<file path="src/rtl/sramlike_bus_arbiter_pkg.sv">
// sramlike_bus_arbiter_pkg: shared state, grant and size encodings for the sram-like arbiter
package sramlike_bus_arbiter_pkg;

    typedef enum logic [2:0] {
        ST_IDLE   = 3'd0,
        ST_I_ADDR = 3'd1,
        ST_D_ADDR = 3'd2,
        ST_I_DATA = 3'd3,
        ST_D_DATA = 3'd4
    } state_t;

    typedef enum logic [1:0] {
        GNT_NONE = 2'd0,
        GNT_I    = 2'd1,
        GNT_D    = 2'd2
    } gnt_t;

    localparam logic [1:0] SIZE_WORD = 2'b10;

endpackage

</file>
<file path="src/rtl/sramlike_rr_pick.sv">
// sramlike_rr_pick: picks inst or data master by fixed data priority or round-robin
module sramlike_rr_pick
    import sramlike_bus_arbiter_pkg::*;
#(
    parameter int DATA_PRIO = 1
) (
    input  logic clk,
    input  logic rst,
    input  logic inst_req,
    input  logic data_req,
    input  logic upd,
    input  logic upd_data,
    output gnt_t pick
);

    logic last_data;

    // remember who won the last address handshake; reset favours inst on the first tie
    always_ff @(posedge clk) begin
        if (rst)
            last_data <= 1'b1;
        else if (upd)
            last_data <= upd_data;
    end

    // same-cycle pick among the current requesters
    always_comb begin
        pick = GNT_NONE;
        if (DATA_PRIO != 0)
            pick = data_req ? GNT_D : inst_req ? GNT_I : GNT_NONE;
        else
            pick = (inst_req && data_req) ? (last_data ? GNT_I : GNT_D) :
                   data_req ? GNT_D : inst_req ? GNT_I : GNT_NONE;
    end

endmodule

</file>
<file path="src/rtl/sramlike_bus_arbiter.sv">
// sramlike_bus_arbiter: shares one sram-like slave between inst and data masters, one outstanding transaction
module sramlike_bus_arbiter
    import sramlike_bus_arbiter_pkg::*;
#(
    parameter int DATA_PRIO = 1,
    parameter int ADDR_W    = 32,
    parameter int DATA_W    = 32
) (
    input  logic              clk,
    input  logic              rst,
    input  logic              inst_req,
    input  logic              inst_wr,
    input  logic [1:0]        inst_size,
    input  logic [ADDR_W-1:0] inst_addr,
    input  logic [DATA_W-1:0] inst_wdata,
    output logic [DATA_W-1:0] inst_rdata,
    output logic              inst_addr_ok,
    output logic              inst_data_ok,
    input  logic              data_req,
    input  logic              data_wr,
    input  logic [1:0]        data_size,
    input  logic [ADDR_W-1:0] data_addr,
    input  logic [DATA_W-1:0] data_wdata,
    output logic [DATA_W-1:0] data_rdata,
    output logic              data_addr_ok,
    output logic              data_data_ok,
    output logic              bus_req,
    output logic              bus_wr,
    output logic [1:0]        bus_size,
    output logic [ADDR_W-1:0] bus_addr,
    output logic [DATA_W-1:0] bus_wdata,
    input  logic [DATA_W-1:0] bus_rdata,
    input  logic              bus_addr_ok,
    input  logic              bus_data_ok
);

    state_t state, state_nx;
    gnt_t   pick, owner;
    logic   addr_phase, req_i, req_d, hs;

    sramlike_rr_pick #(.DATA_PRIO(DATA_PRIO)) u_pick (
        .clk      (clk),
        .rst      (rst),
        .inst_req (inst_req),
        .data_req (data_req),
        .upd      (hs),
        .upd_data (req_d),
        .pick     (pick)
    );

    // owner is the fresh pick in IDLE, otherwise locked to the master holding the transaction
    always_comb begin
        owner      = (state == ST_IDLE) ? pick :
                     (state == ST_I_ADDR || state == ST_I_DATA) ? GNT_I : GNT_D;
        addr_phase = state == ST_IDLE || state == ST_I_ADDR || state == ST_D_ADDR;
        req_i      = addr_phase && owner == GNT_I && inst_req;
        req_d      = addr_phase && owner == GNT_D && data_req;
        hs         = (req_i || req_d) && bus_addr_ok;
    end

    // route the granted master onto the slave and the slave handshakes back to the owner only
    always_comb begin
        bus_req      = req_i || req_d;
        bus_wr       = req_i ? inst_wr    : req_d ? data_wr    : 1'b0;
        bus_size     = req_i ? inst_size  : req_d ? data_size  : 2'b00;
        bus_addr     = req_i ? inst_addr  : req_d ? data_addr  : '0;
        bus_wdata    = req_i ? inst_wdata : req_d ? data_wdata : '0;
        inst_addr_ok = req_i && bus_addr_ok;
        data_addr_ok = req_d && bus_addr_ok;
        inst_data_ok = bus_data_ok && ((req_i && bus_addr_ok) || state == ST_I_DATA);
        data_data_ok = bus_data_ok && ((req_d && bus_addr_ok) || state == ST_D_DATA);
        inst_rdata   = bus_rdata;
        data_rdata   = bus_rdata;
    end

    // next state: stray data_ok outside a data phase without a same-cycle handshake is ignored
    always_comb begin
        state_nx = state;
        case (state)
            ST_I_DATA, ST_D_DATA: state_nx = bus_data_ok ? ST_IDLE : state;
            default: begin
                if (!(req_i || req_d))
                    state_nx = ST_IDLE;
                else if (bus_addr_ok)
                    state_nx = bus_data_ok ? ST_IDLE : req_i ? ST_I_DATA : ST_D_DATA;
                else
                    state_nx = req_i ? ST_I_ADDR : ST_D_ADDR;
            end
        endcase
    end

    // state register
    always_ff @(posedge clk) begin
        if (rst)
            state <= ST_IDLE;
        else
            state <= state_nx;
    end

endmodule
</file>
<file path="config.mk">
export PLATFORM = sky130hd
export DESIGN_NAME = sramlike_bus_arbiter
export DESIGN_NICKNAME = d
export VERILOG_FILES = /design/src/rtl/sramlike_bus_arbiter_pkg.sv /design/src/rtl/sramlike_rr_pick.sv /design/src/rtl/sramlike_bus_arbiter.sv
export SDC_FILE = /design/constraint.sdc
export NUM_CORES = 1
export LEC_CHECK = 0
export CAP_MARGIN = 20
export CORE_AREA = 2 2 119 121
export DETAILED_ROUTE_END_ITERATION = 10
export DIE_AREA = 0 0 121 123
export GPL_ROUTABILITY_DRIVEN = 0
export GPL_TIMING_DRIVEN = 0
export PLACE_DENSITY_LB_ADDON = 0.08
export SLEW_MARGIN = 20
export SYNTH_ARGS = -nofsm -noshare
export SYNTH_HDL_FRONTEND = slang
export SYNTH_SLANG_ARGS = --single-unit
</file>
<file path="constraint.sdc">
create_clock -name clk -period 2.05 [get_ports clk]
set_input_delay 0.205 -clock clk [delete_from_list [all_inputs] [get_ports clk]]
set_output_delay 0.205 -clock clk [all_outputs]
set_load 0.05 [all_outputs]
</file>
==> metrics.txt, run 1 <==
status=finished clean; initial antenna violation count=0; # setup viols final=0; Final period util=0.975; CP cell instances=nor3b_4 -> and2_4 -> buf_6 -> buf_8 -> buf_8 -> a22o_1 -> buf_6; CTS tree=yes; Residual DRC=0; Worst path max stage delay=0.50 ns; RSZ-0062 raised after global routing=yes; Async SR Flop Fraction=0; Vias=2421; Final ANT Viol Nets=0; final hold viol count=0; max FFs per register=3; Final HPWL DP=8300 um; Syn Nets=344; Num CTS Buffers=3; Distinct cells, synth=22; Sink Count=3; Top FF cell, synth=dfxtp_1; register area=60.1 um^2; Synth top cells by count=67 x a22o_1, 64 x buf_4, 6 x buf_2, 4 x clkbuf_1; mapped cell area=1390 um^2; Syn Area/Cell=8.10 um^2; root buffer cell=clkbuf_16; H-tree depth=1; Hold Buf Count CTS=0; Crit path required time=1.85 ns; Tot Pwr=2.09 mW; share of power burned in registers=0.031; Final Worst Setup Slack=0.0505 ns; gr ovfl total=0; vias in the first global route=2482; I/O pin cnt=308; kind of critical path=reg -> out; clk_skew=0.00148 ns; Layout Nets=629; vias per cell=3.81; initial core utilization=0.102; Detailed Route Iter0 Violations=39; Port Buffer Count=275; Most flops, register=state; Wirelength per Cell=14.8 um; count leader, synth=a22o_1; fmax=500 MHz; area of the multi-input gates=748 um^2; Setup TNS Final=0 ns; Die W=121 um; leading area contributor after synthesis=a22o_1; Reg clk slew, reported paths=0.03 ns; HP Class=in -> reg; max-cap viol count=0; Pint=1.06 mW; share of cells above drive strength 1=0.351; Slew Viols, Final=0; Clk Latency, worst-skew pair=0.22 ns; Leakage=2.00 nW; post-layout minimum cycle time=2.00 ns; Fill cells=1428; share of the synthesized area in the top cell type=0.421; Post-synth EDFFs=0; worst-path fanout max=10; register area share after synthesis=0.0431; Die Area=14900 um^2; first-pass GRT wire length=13000 um; post-placement cell area=4370 um^2; sw power=1.03 mW; Synth Warn #=0; Die Height=123 um; Design Area, Final=4440 um^2; Logic pwr share=0.820; Area contributors post-synth=a22o_1 42%, buf_4 35%, dfxtp_1 4.3%; Worst Setup End Kind=output pin; count of state elements after synthesis=3; pre-CTS setup slack=-1.06 ns; slew margin rel.=0.630; Pwr per Cell Area=471 nW/um^2; aggregate global-route resource usage=0.110; largest net degree at the start of global routing=11; total iterations of the first detailed-routing run=4; Sw Ratio=0.494; num rows=43; core box area=13600 um^2; maximum vdd drop=0.285 mV; synth-to-layout area growth=219%; CP Launch Type=flip-flop; clock share of power=0.148; Largest regs=state (3); crit path DAT=1.79 ns; # diodes=0; Syn Inst Count=172; CP max-delay cell=dfxtp_1; Clock Path Buffers=2; Slew @ Worst Pin=0.553 ns; drt total wl=9430 um
## layout by cell type, fill, tap and decap left out, types with 2 or more instances in the layout
cell	instances
nand3b_1	2
nor2_1	2
buf_4	72
buf_2	9
clkdlybuf4s50_1	203
clkbuf_2	3
buf_8	4
buf_6	32
and2_1	3
dlygate4sd2_1	2
nand2b_1	3
clkbuf_16	3
dfxtp_1	3
a22o_1	67
clkbuf_4	34
a21oi_1	2
nor3b_4	2
## layout make-up
| type | count | area share |
|---|---|---|
| inverter | 1 | 0.000845 |
| multi-input combinational | 89 | 0.168 |
| buffer | 79 | 0.141 |
| tap | 180 | 0.0507 |
| clock buffer | 4 | 0.0177 |
| timing repair buffer | 280 | 0.607 |
| sequential | 3 | 0.0135 |
## path summary, 6_finish.rpt
| kind | end | start | slack (ns) | cells after the start |
|---|---|---|---|---|
| setup reg to reg | state[1] | state[2] | 0.71 | 5 |
| setup / recovery | bus_wdata[14] | state[2] | 0.05 | 7 |
| hold / removal | state[1] | rst | 0.59 | 2 |
| hold reg to reg | state[0] | state[1] | 0.61 | 2 |
## kinds of logic (layout without fill, tap and decap cells)
kind of cell,Yosys count,after routing,share of synthesized area
buf+inv,80,364,0.429
simple gates,15,15,0.0737
flops,3,3,0.0431
compound gates,74,74,0.455
## stage by stage
stage | utilization | hold WS, ns | cells
finish | 0.326 | 0.593 | 636
global route | 0.326 | 0.615 | 636
CTS | 0.314 | 0.586 | 636
detailed placement | 0.321 | 0.573 | 627
global placement | 0.321 | 0.580 | 627
floorplan | - | 0.277 | 172
## critical path, delay by kind of cell (launching register included)
family,cells,cell delay [ns]
AO/OA/AOI/OAI,1,0.25
AND/OR/NAND/NOR,2,0.25
flip-flops,1,0.50
buffers and inverters,4,0.56
## repair_timing
item | in CTS | in global routing
buffers inserted | 5 | 0
setup endpoints to repair | 72 | 67
gates resized for setup | 379 | 78
cloned | 0 | 0
## layer usage
metal	track usage	wire length [um]	share of wire	vias up
met4	0.0174	55	0.0058	0
met5	0	0	0	-
li1	-	-	-	1156
met3	0.0383	1140	0.12	6
met2	0.221	5060	0.54	179
met1	0.111	3170	0.34	1080
## power groups by stage
stage | Clock (mW) | Combinational, mW | Sequential (mW)
after global placement | 0 | 1.72 | 0.0651
after detailed placement | 0 | 1.73 | 0.0651
final | 0.310 | 1.71 | 0.0655
after floorplan | 0 | 1.02 | 0.0645
after CTS | 0.313 | 1.67 | 0.0655
after global routing | 0.321 | 1.79 | 0.0660
(Power assumes the default switching activity.)
==> run 2, diff against run 1 <==
Settings changed: CORE_AREA 2 2 119 121 to 2 2 118 120, DIE_AREA 0 0 121 123 to 0 0 120 122.
Clock period 2.05 ns to 2 ns, I/O delays scaled along.
==> run 2 against run 1 <==
Compared with the run above:
- via count is 0.29% higher
- critical endpoint is now bus_addr[1]
- die area is 1.6% lower
- first-iteration DRC count is 110% higher
- sequential share of layout area hardly changed
- flip-flop and latch count stayed put
- utilization is 1.1 points higher
- non-clock buffer count is 7 higher
- wire length is 1.5% lower
- clock skew hardly changed
- final cell count is 1.1% higher
- register-to-register slack worse by 0.26 ns
- hold slack worse by 0.038 ns
==> metrics.txt, run 2 (synthesized netlist as in run 1, its figures left out) <==
Fin Hold WS=0.555 ns (was 0.593 ns); Hold Buf Count CTS=0 (unchanged); reg2reg start=state[2] (unchanged); num rows=43 (unchanged); met3 WL post-DR=1270 um (was 1140 um); # setup viols final=0 (unchanged); most frequent cells in the layout=202 x clkdlybuf4s50_1, 113 x buf_4, 67 x a22o_1, 28 x buf_6, 7 x buf_2 (was 203 x clkdlybuf4s50_1, 72 x buf_4, 67 x a22o_1, 34 x clkbuf_4, 32 x buf_6); HP Class=in -> reg (unchanged); gr ovfl total=0 (unchanged); Die Height=122 um (was 123 um); root buffer cell=clkbuf_16 (unchanged); kind of critical path=in -> out (was reg -> out); Die W=120 um (was 121 um); Port Buffer Count=275 (unchanged); Final HPWL DP=7920 um (was 8300 um); maximum vdd drop=0.171 mV (was 0.285 mV); Vias=2428 (was 2421); crit path DAT=1.72 ns (was 1.79 ns); post-route insts no fill=643 (was 636); Metal-1 WL=3020 um (was 3170 um); Final period util=0.961; max-cap viol count=0 (unchanged); CP cell instances=clkdlybuf4s50_1 -> nor3b_4 -> buf_4 -> buf_6 -> buf_12 -> a22o_1 -> buf_2 (was nor3b_4 -> and2_4 -> buf_6 -> buf_8 -> buf_8 -> a22o_1 -> buf_6); initial antenna violation count=0 (unchanged); Worst path max stage delay=0.50 ns (about the same); Final ANT Viol Nets=0 (unchanged); post-layout minimum cycle time=1.92 ns; aggregate global-route resource usage=0.107 (was 0.110); Worst Reg2Reg Path Length in Cells=7 (was 5); status=finished clean (unchanged); vias per cell=3.78 (was 3.81); wire length on met2=4900 um (was 5060 um); Clock Path Buffers=2 (unchanged); Worst Setup End Kind=output pin (unchanged); placed instance count=627 (unchanged); initial core utilization=0.103 (was 0.102); first-pass GRT wire length=12300 um (was 13000 um); Crit path required time=1.80 ns (was 1.85 ns); vias in the first global route=2355 (was 2482); Num CTS Buffers=3 (unchanged); CP max-delay cell=clkdlybuf4s50_1 (was dfxtp_1); post-placement cell area=4370 um^2 (unchanged); Layout Nets=636 (was 629); Sink Count=3 (unchanged); Die Area=14600 um^2 (was 14900 um^2); slew margin rel.=0.645 (was 0.630); H-tree depth=1 (unchanged); Slew Viols, Final=0 (unchanged); CTS tree=yes (unchanged); largest net degree at the start of global routing=11 (unchanged); Residual DRC=0 (unchanged); synth-to-layout area growth=227% (was 219%); final hold viol count=0 (unchanged); CP Launch Type=input pin (was flip-flop); I/O pin cnt=308 (unchanged); core box area=13500 um^2 (was 13600 um^2); share of cells above drive strength 1=0.363 (was 0.351); # diodes=0 (unchanged); Detailed Route Iter0 Violations=81 (was 39); Clk Latency, worst-skew pair=0.23 ns (was 0.22 ns); clk_skew=0.00148 ns (about the same); Design Area, Final=4550 um^2 (was 4440 um^2); Largest regs=state (3) (unchanged); Most flops, register=state (unchanged); Slew @ Worst Pin=0.531 ns (was 0.553 ns); commonest non-fill, non-tap cell in the layout=clkdlybuf4s50_1 (unchanged); Max Used Layer=met4 (unchanged); R2R setup slack=0.45 ns (was 0.71 ns); Reg clk slew, reported paths=0.03 ns (about the same); total iterations of the first detailed-routing run=4 (unchanged); fmax=521 MHz; worst-path fanout max=5 (was 10); Wirelength per Cell=14.4 um (was 14.8 um); max FFs per register=3 (unchanged); end of the critical path=bus_addr[1] (was bus_wdata[14]); drt total wl=9290 um (was 9430 um); RR Endpoint=state[1] (unchanged); Pwr per Cell Area=479 nW/um^2 (was 471 nW/um^2); worst setup path start=data_req (was state[2]); Leakage=2.07 nW (was 2.00 nW)
-- run 2: changes by cell type in the layout (fill, tap and decap cells not counted), sizes merged --
cell	delta
dlymetal6s2s	+1
clkdlybuf4s15	+1
clkdlybuf4s50	-1
buf	+36
clkbuf	-30
-- run 2: cell type report --
cell class / count / area (um^2)
Clock buffer: 4 / 78.8
Timing Repair Buffer: 289 / 2820
Multi-Input combinational cell: 89 / 748
Sequential cell: 3 / 61.3
Tap cell: 180 / 225
Buffer: 77 / 614
Fill cell: 1465 / 8950
Inverter: 1 / 3.75
-- run 2: routing by layer --
layer	up-vias	track usage
met1	1069	0.107
li1	1169	-
met2	183	0.211
met5	-	0
met3	7	0.0403
met4	0	0.0228
-- run 2: worst min path at each step --
| stage | slack (ns) | end | cells after the start | start |
|---|---|---|---|---|
| floorplan | 0.27 | state[1] | 1 | rst |
| global placement | 0.58 | state[0] | 2 | state[1] |
| detailed placement | 0.58 | state[0] | 2 | state[1] |
| CTS | 0.61 | state[1] | 2 | rst |
| global route | 0.59 | state[0] | 5 | inst_req |
| finish | 0.55 | state[0] | 5 | inst_req |
-- run 2: critical path: cells and delay by family --
family,cells,cell delay [ns]
AO/OA/AOI/OAI,1,0.15
AND/OR/NAND/NOR,1,0.20
buffers and inverters,5,1.16
-- run 2: power by group --
group / internal (mW) / switching (mW)
Clock: 0.263 / 0.0592
Combinational: 0.790 / 1.00
Sequential: 0.0631 / 0.00421
-- run 2: what timing repair did --
item	4_1_cts	5_1_grt
pin swaps	1	2
endpoints found under the hold margin	0	0
resized for setup	448	7
endpoints found under the setup margin	72	57
cloned	0	2
setup buffers	5	7
-- run 2: metrics by stage --
| step | setup WS [ns] | power, mW | utilization | TNS (ns) |
|---|---|---|---|---|
| detailed placement | -1.11 | 1.82 | 0.324 | -65.00 |
| floorplan | 0.170 | 1.11 | - | 0 |
| global route | -0.00996 | 2.27 | 0.337 | -0.0274 |
| global placement | -1.09 | 1.83 | 0.324 | -64.43 |
| finish | 0.0788 | 2.18 | 0.337 | 0 |
| CTS | -0.0211 | 2.17 | 0.328 | -0.0455 |
==> run 3, diff against run 2 <==
Settings changed: HOLD_SLACK_MARGIN set to 0.05.
==> results of run 3 <==
No change in the layout: final DEF, timing and power equal those of run 2.
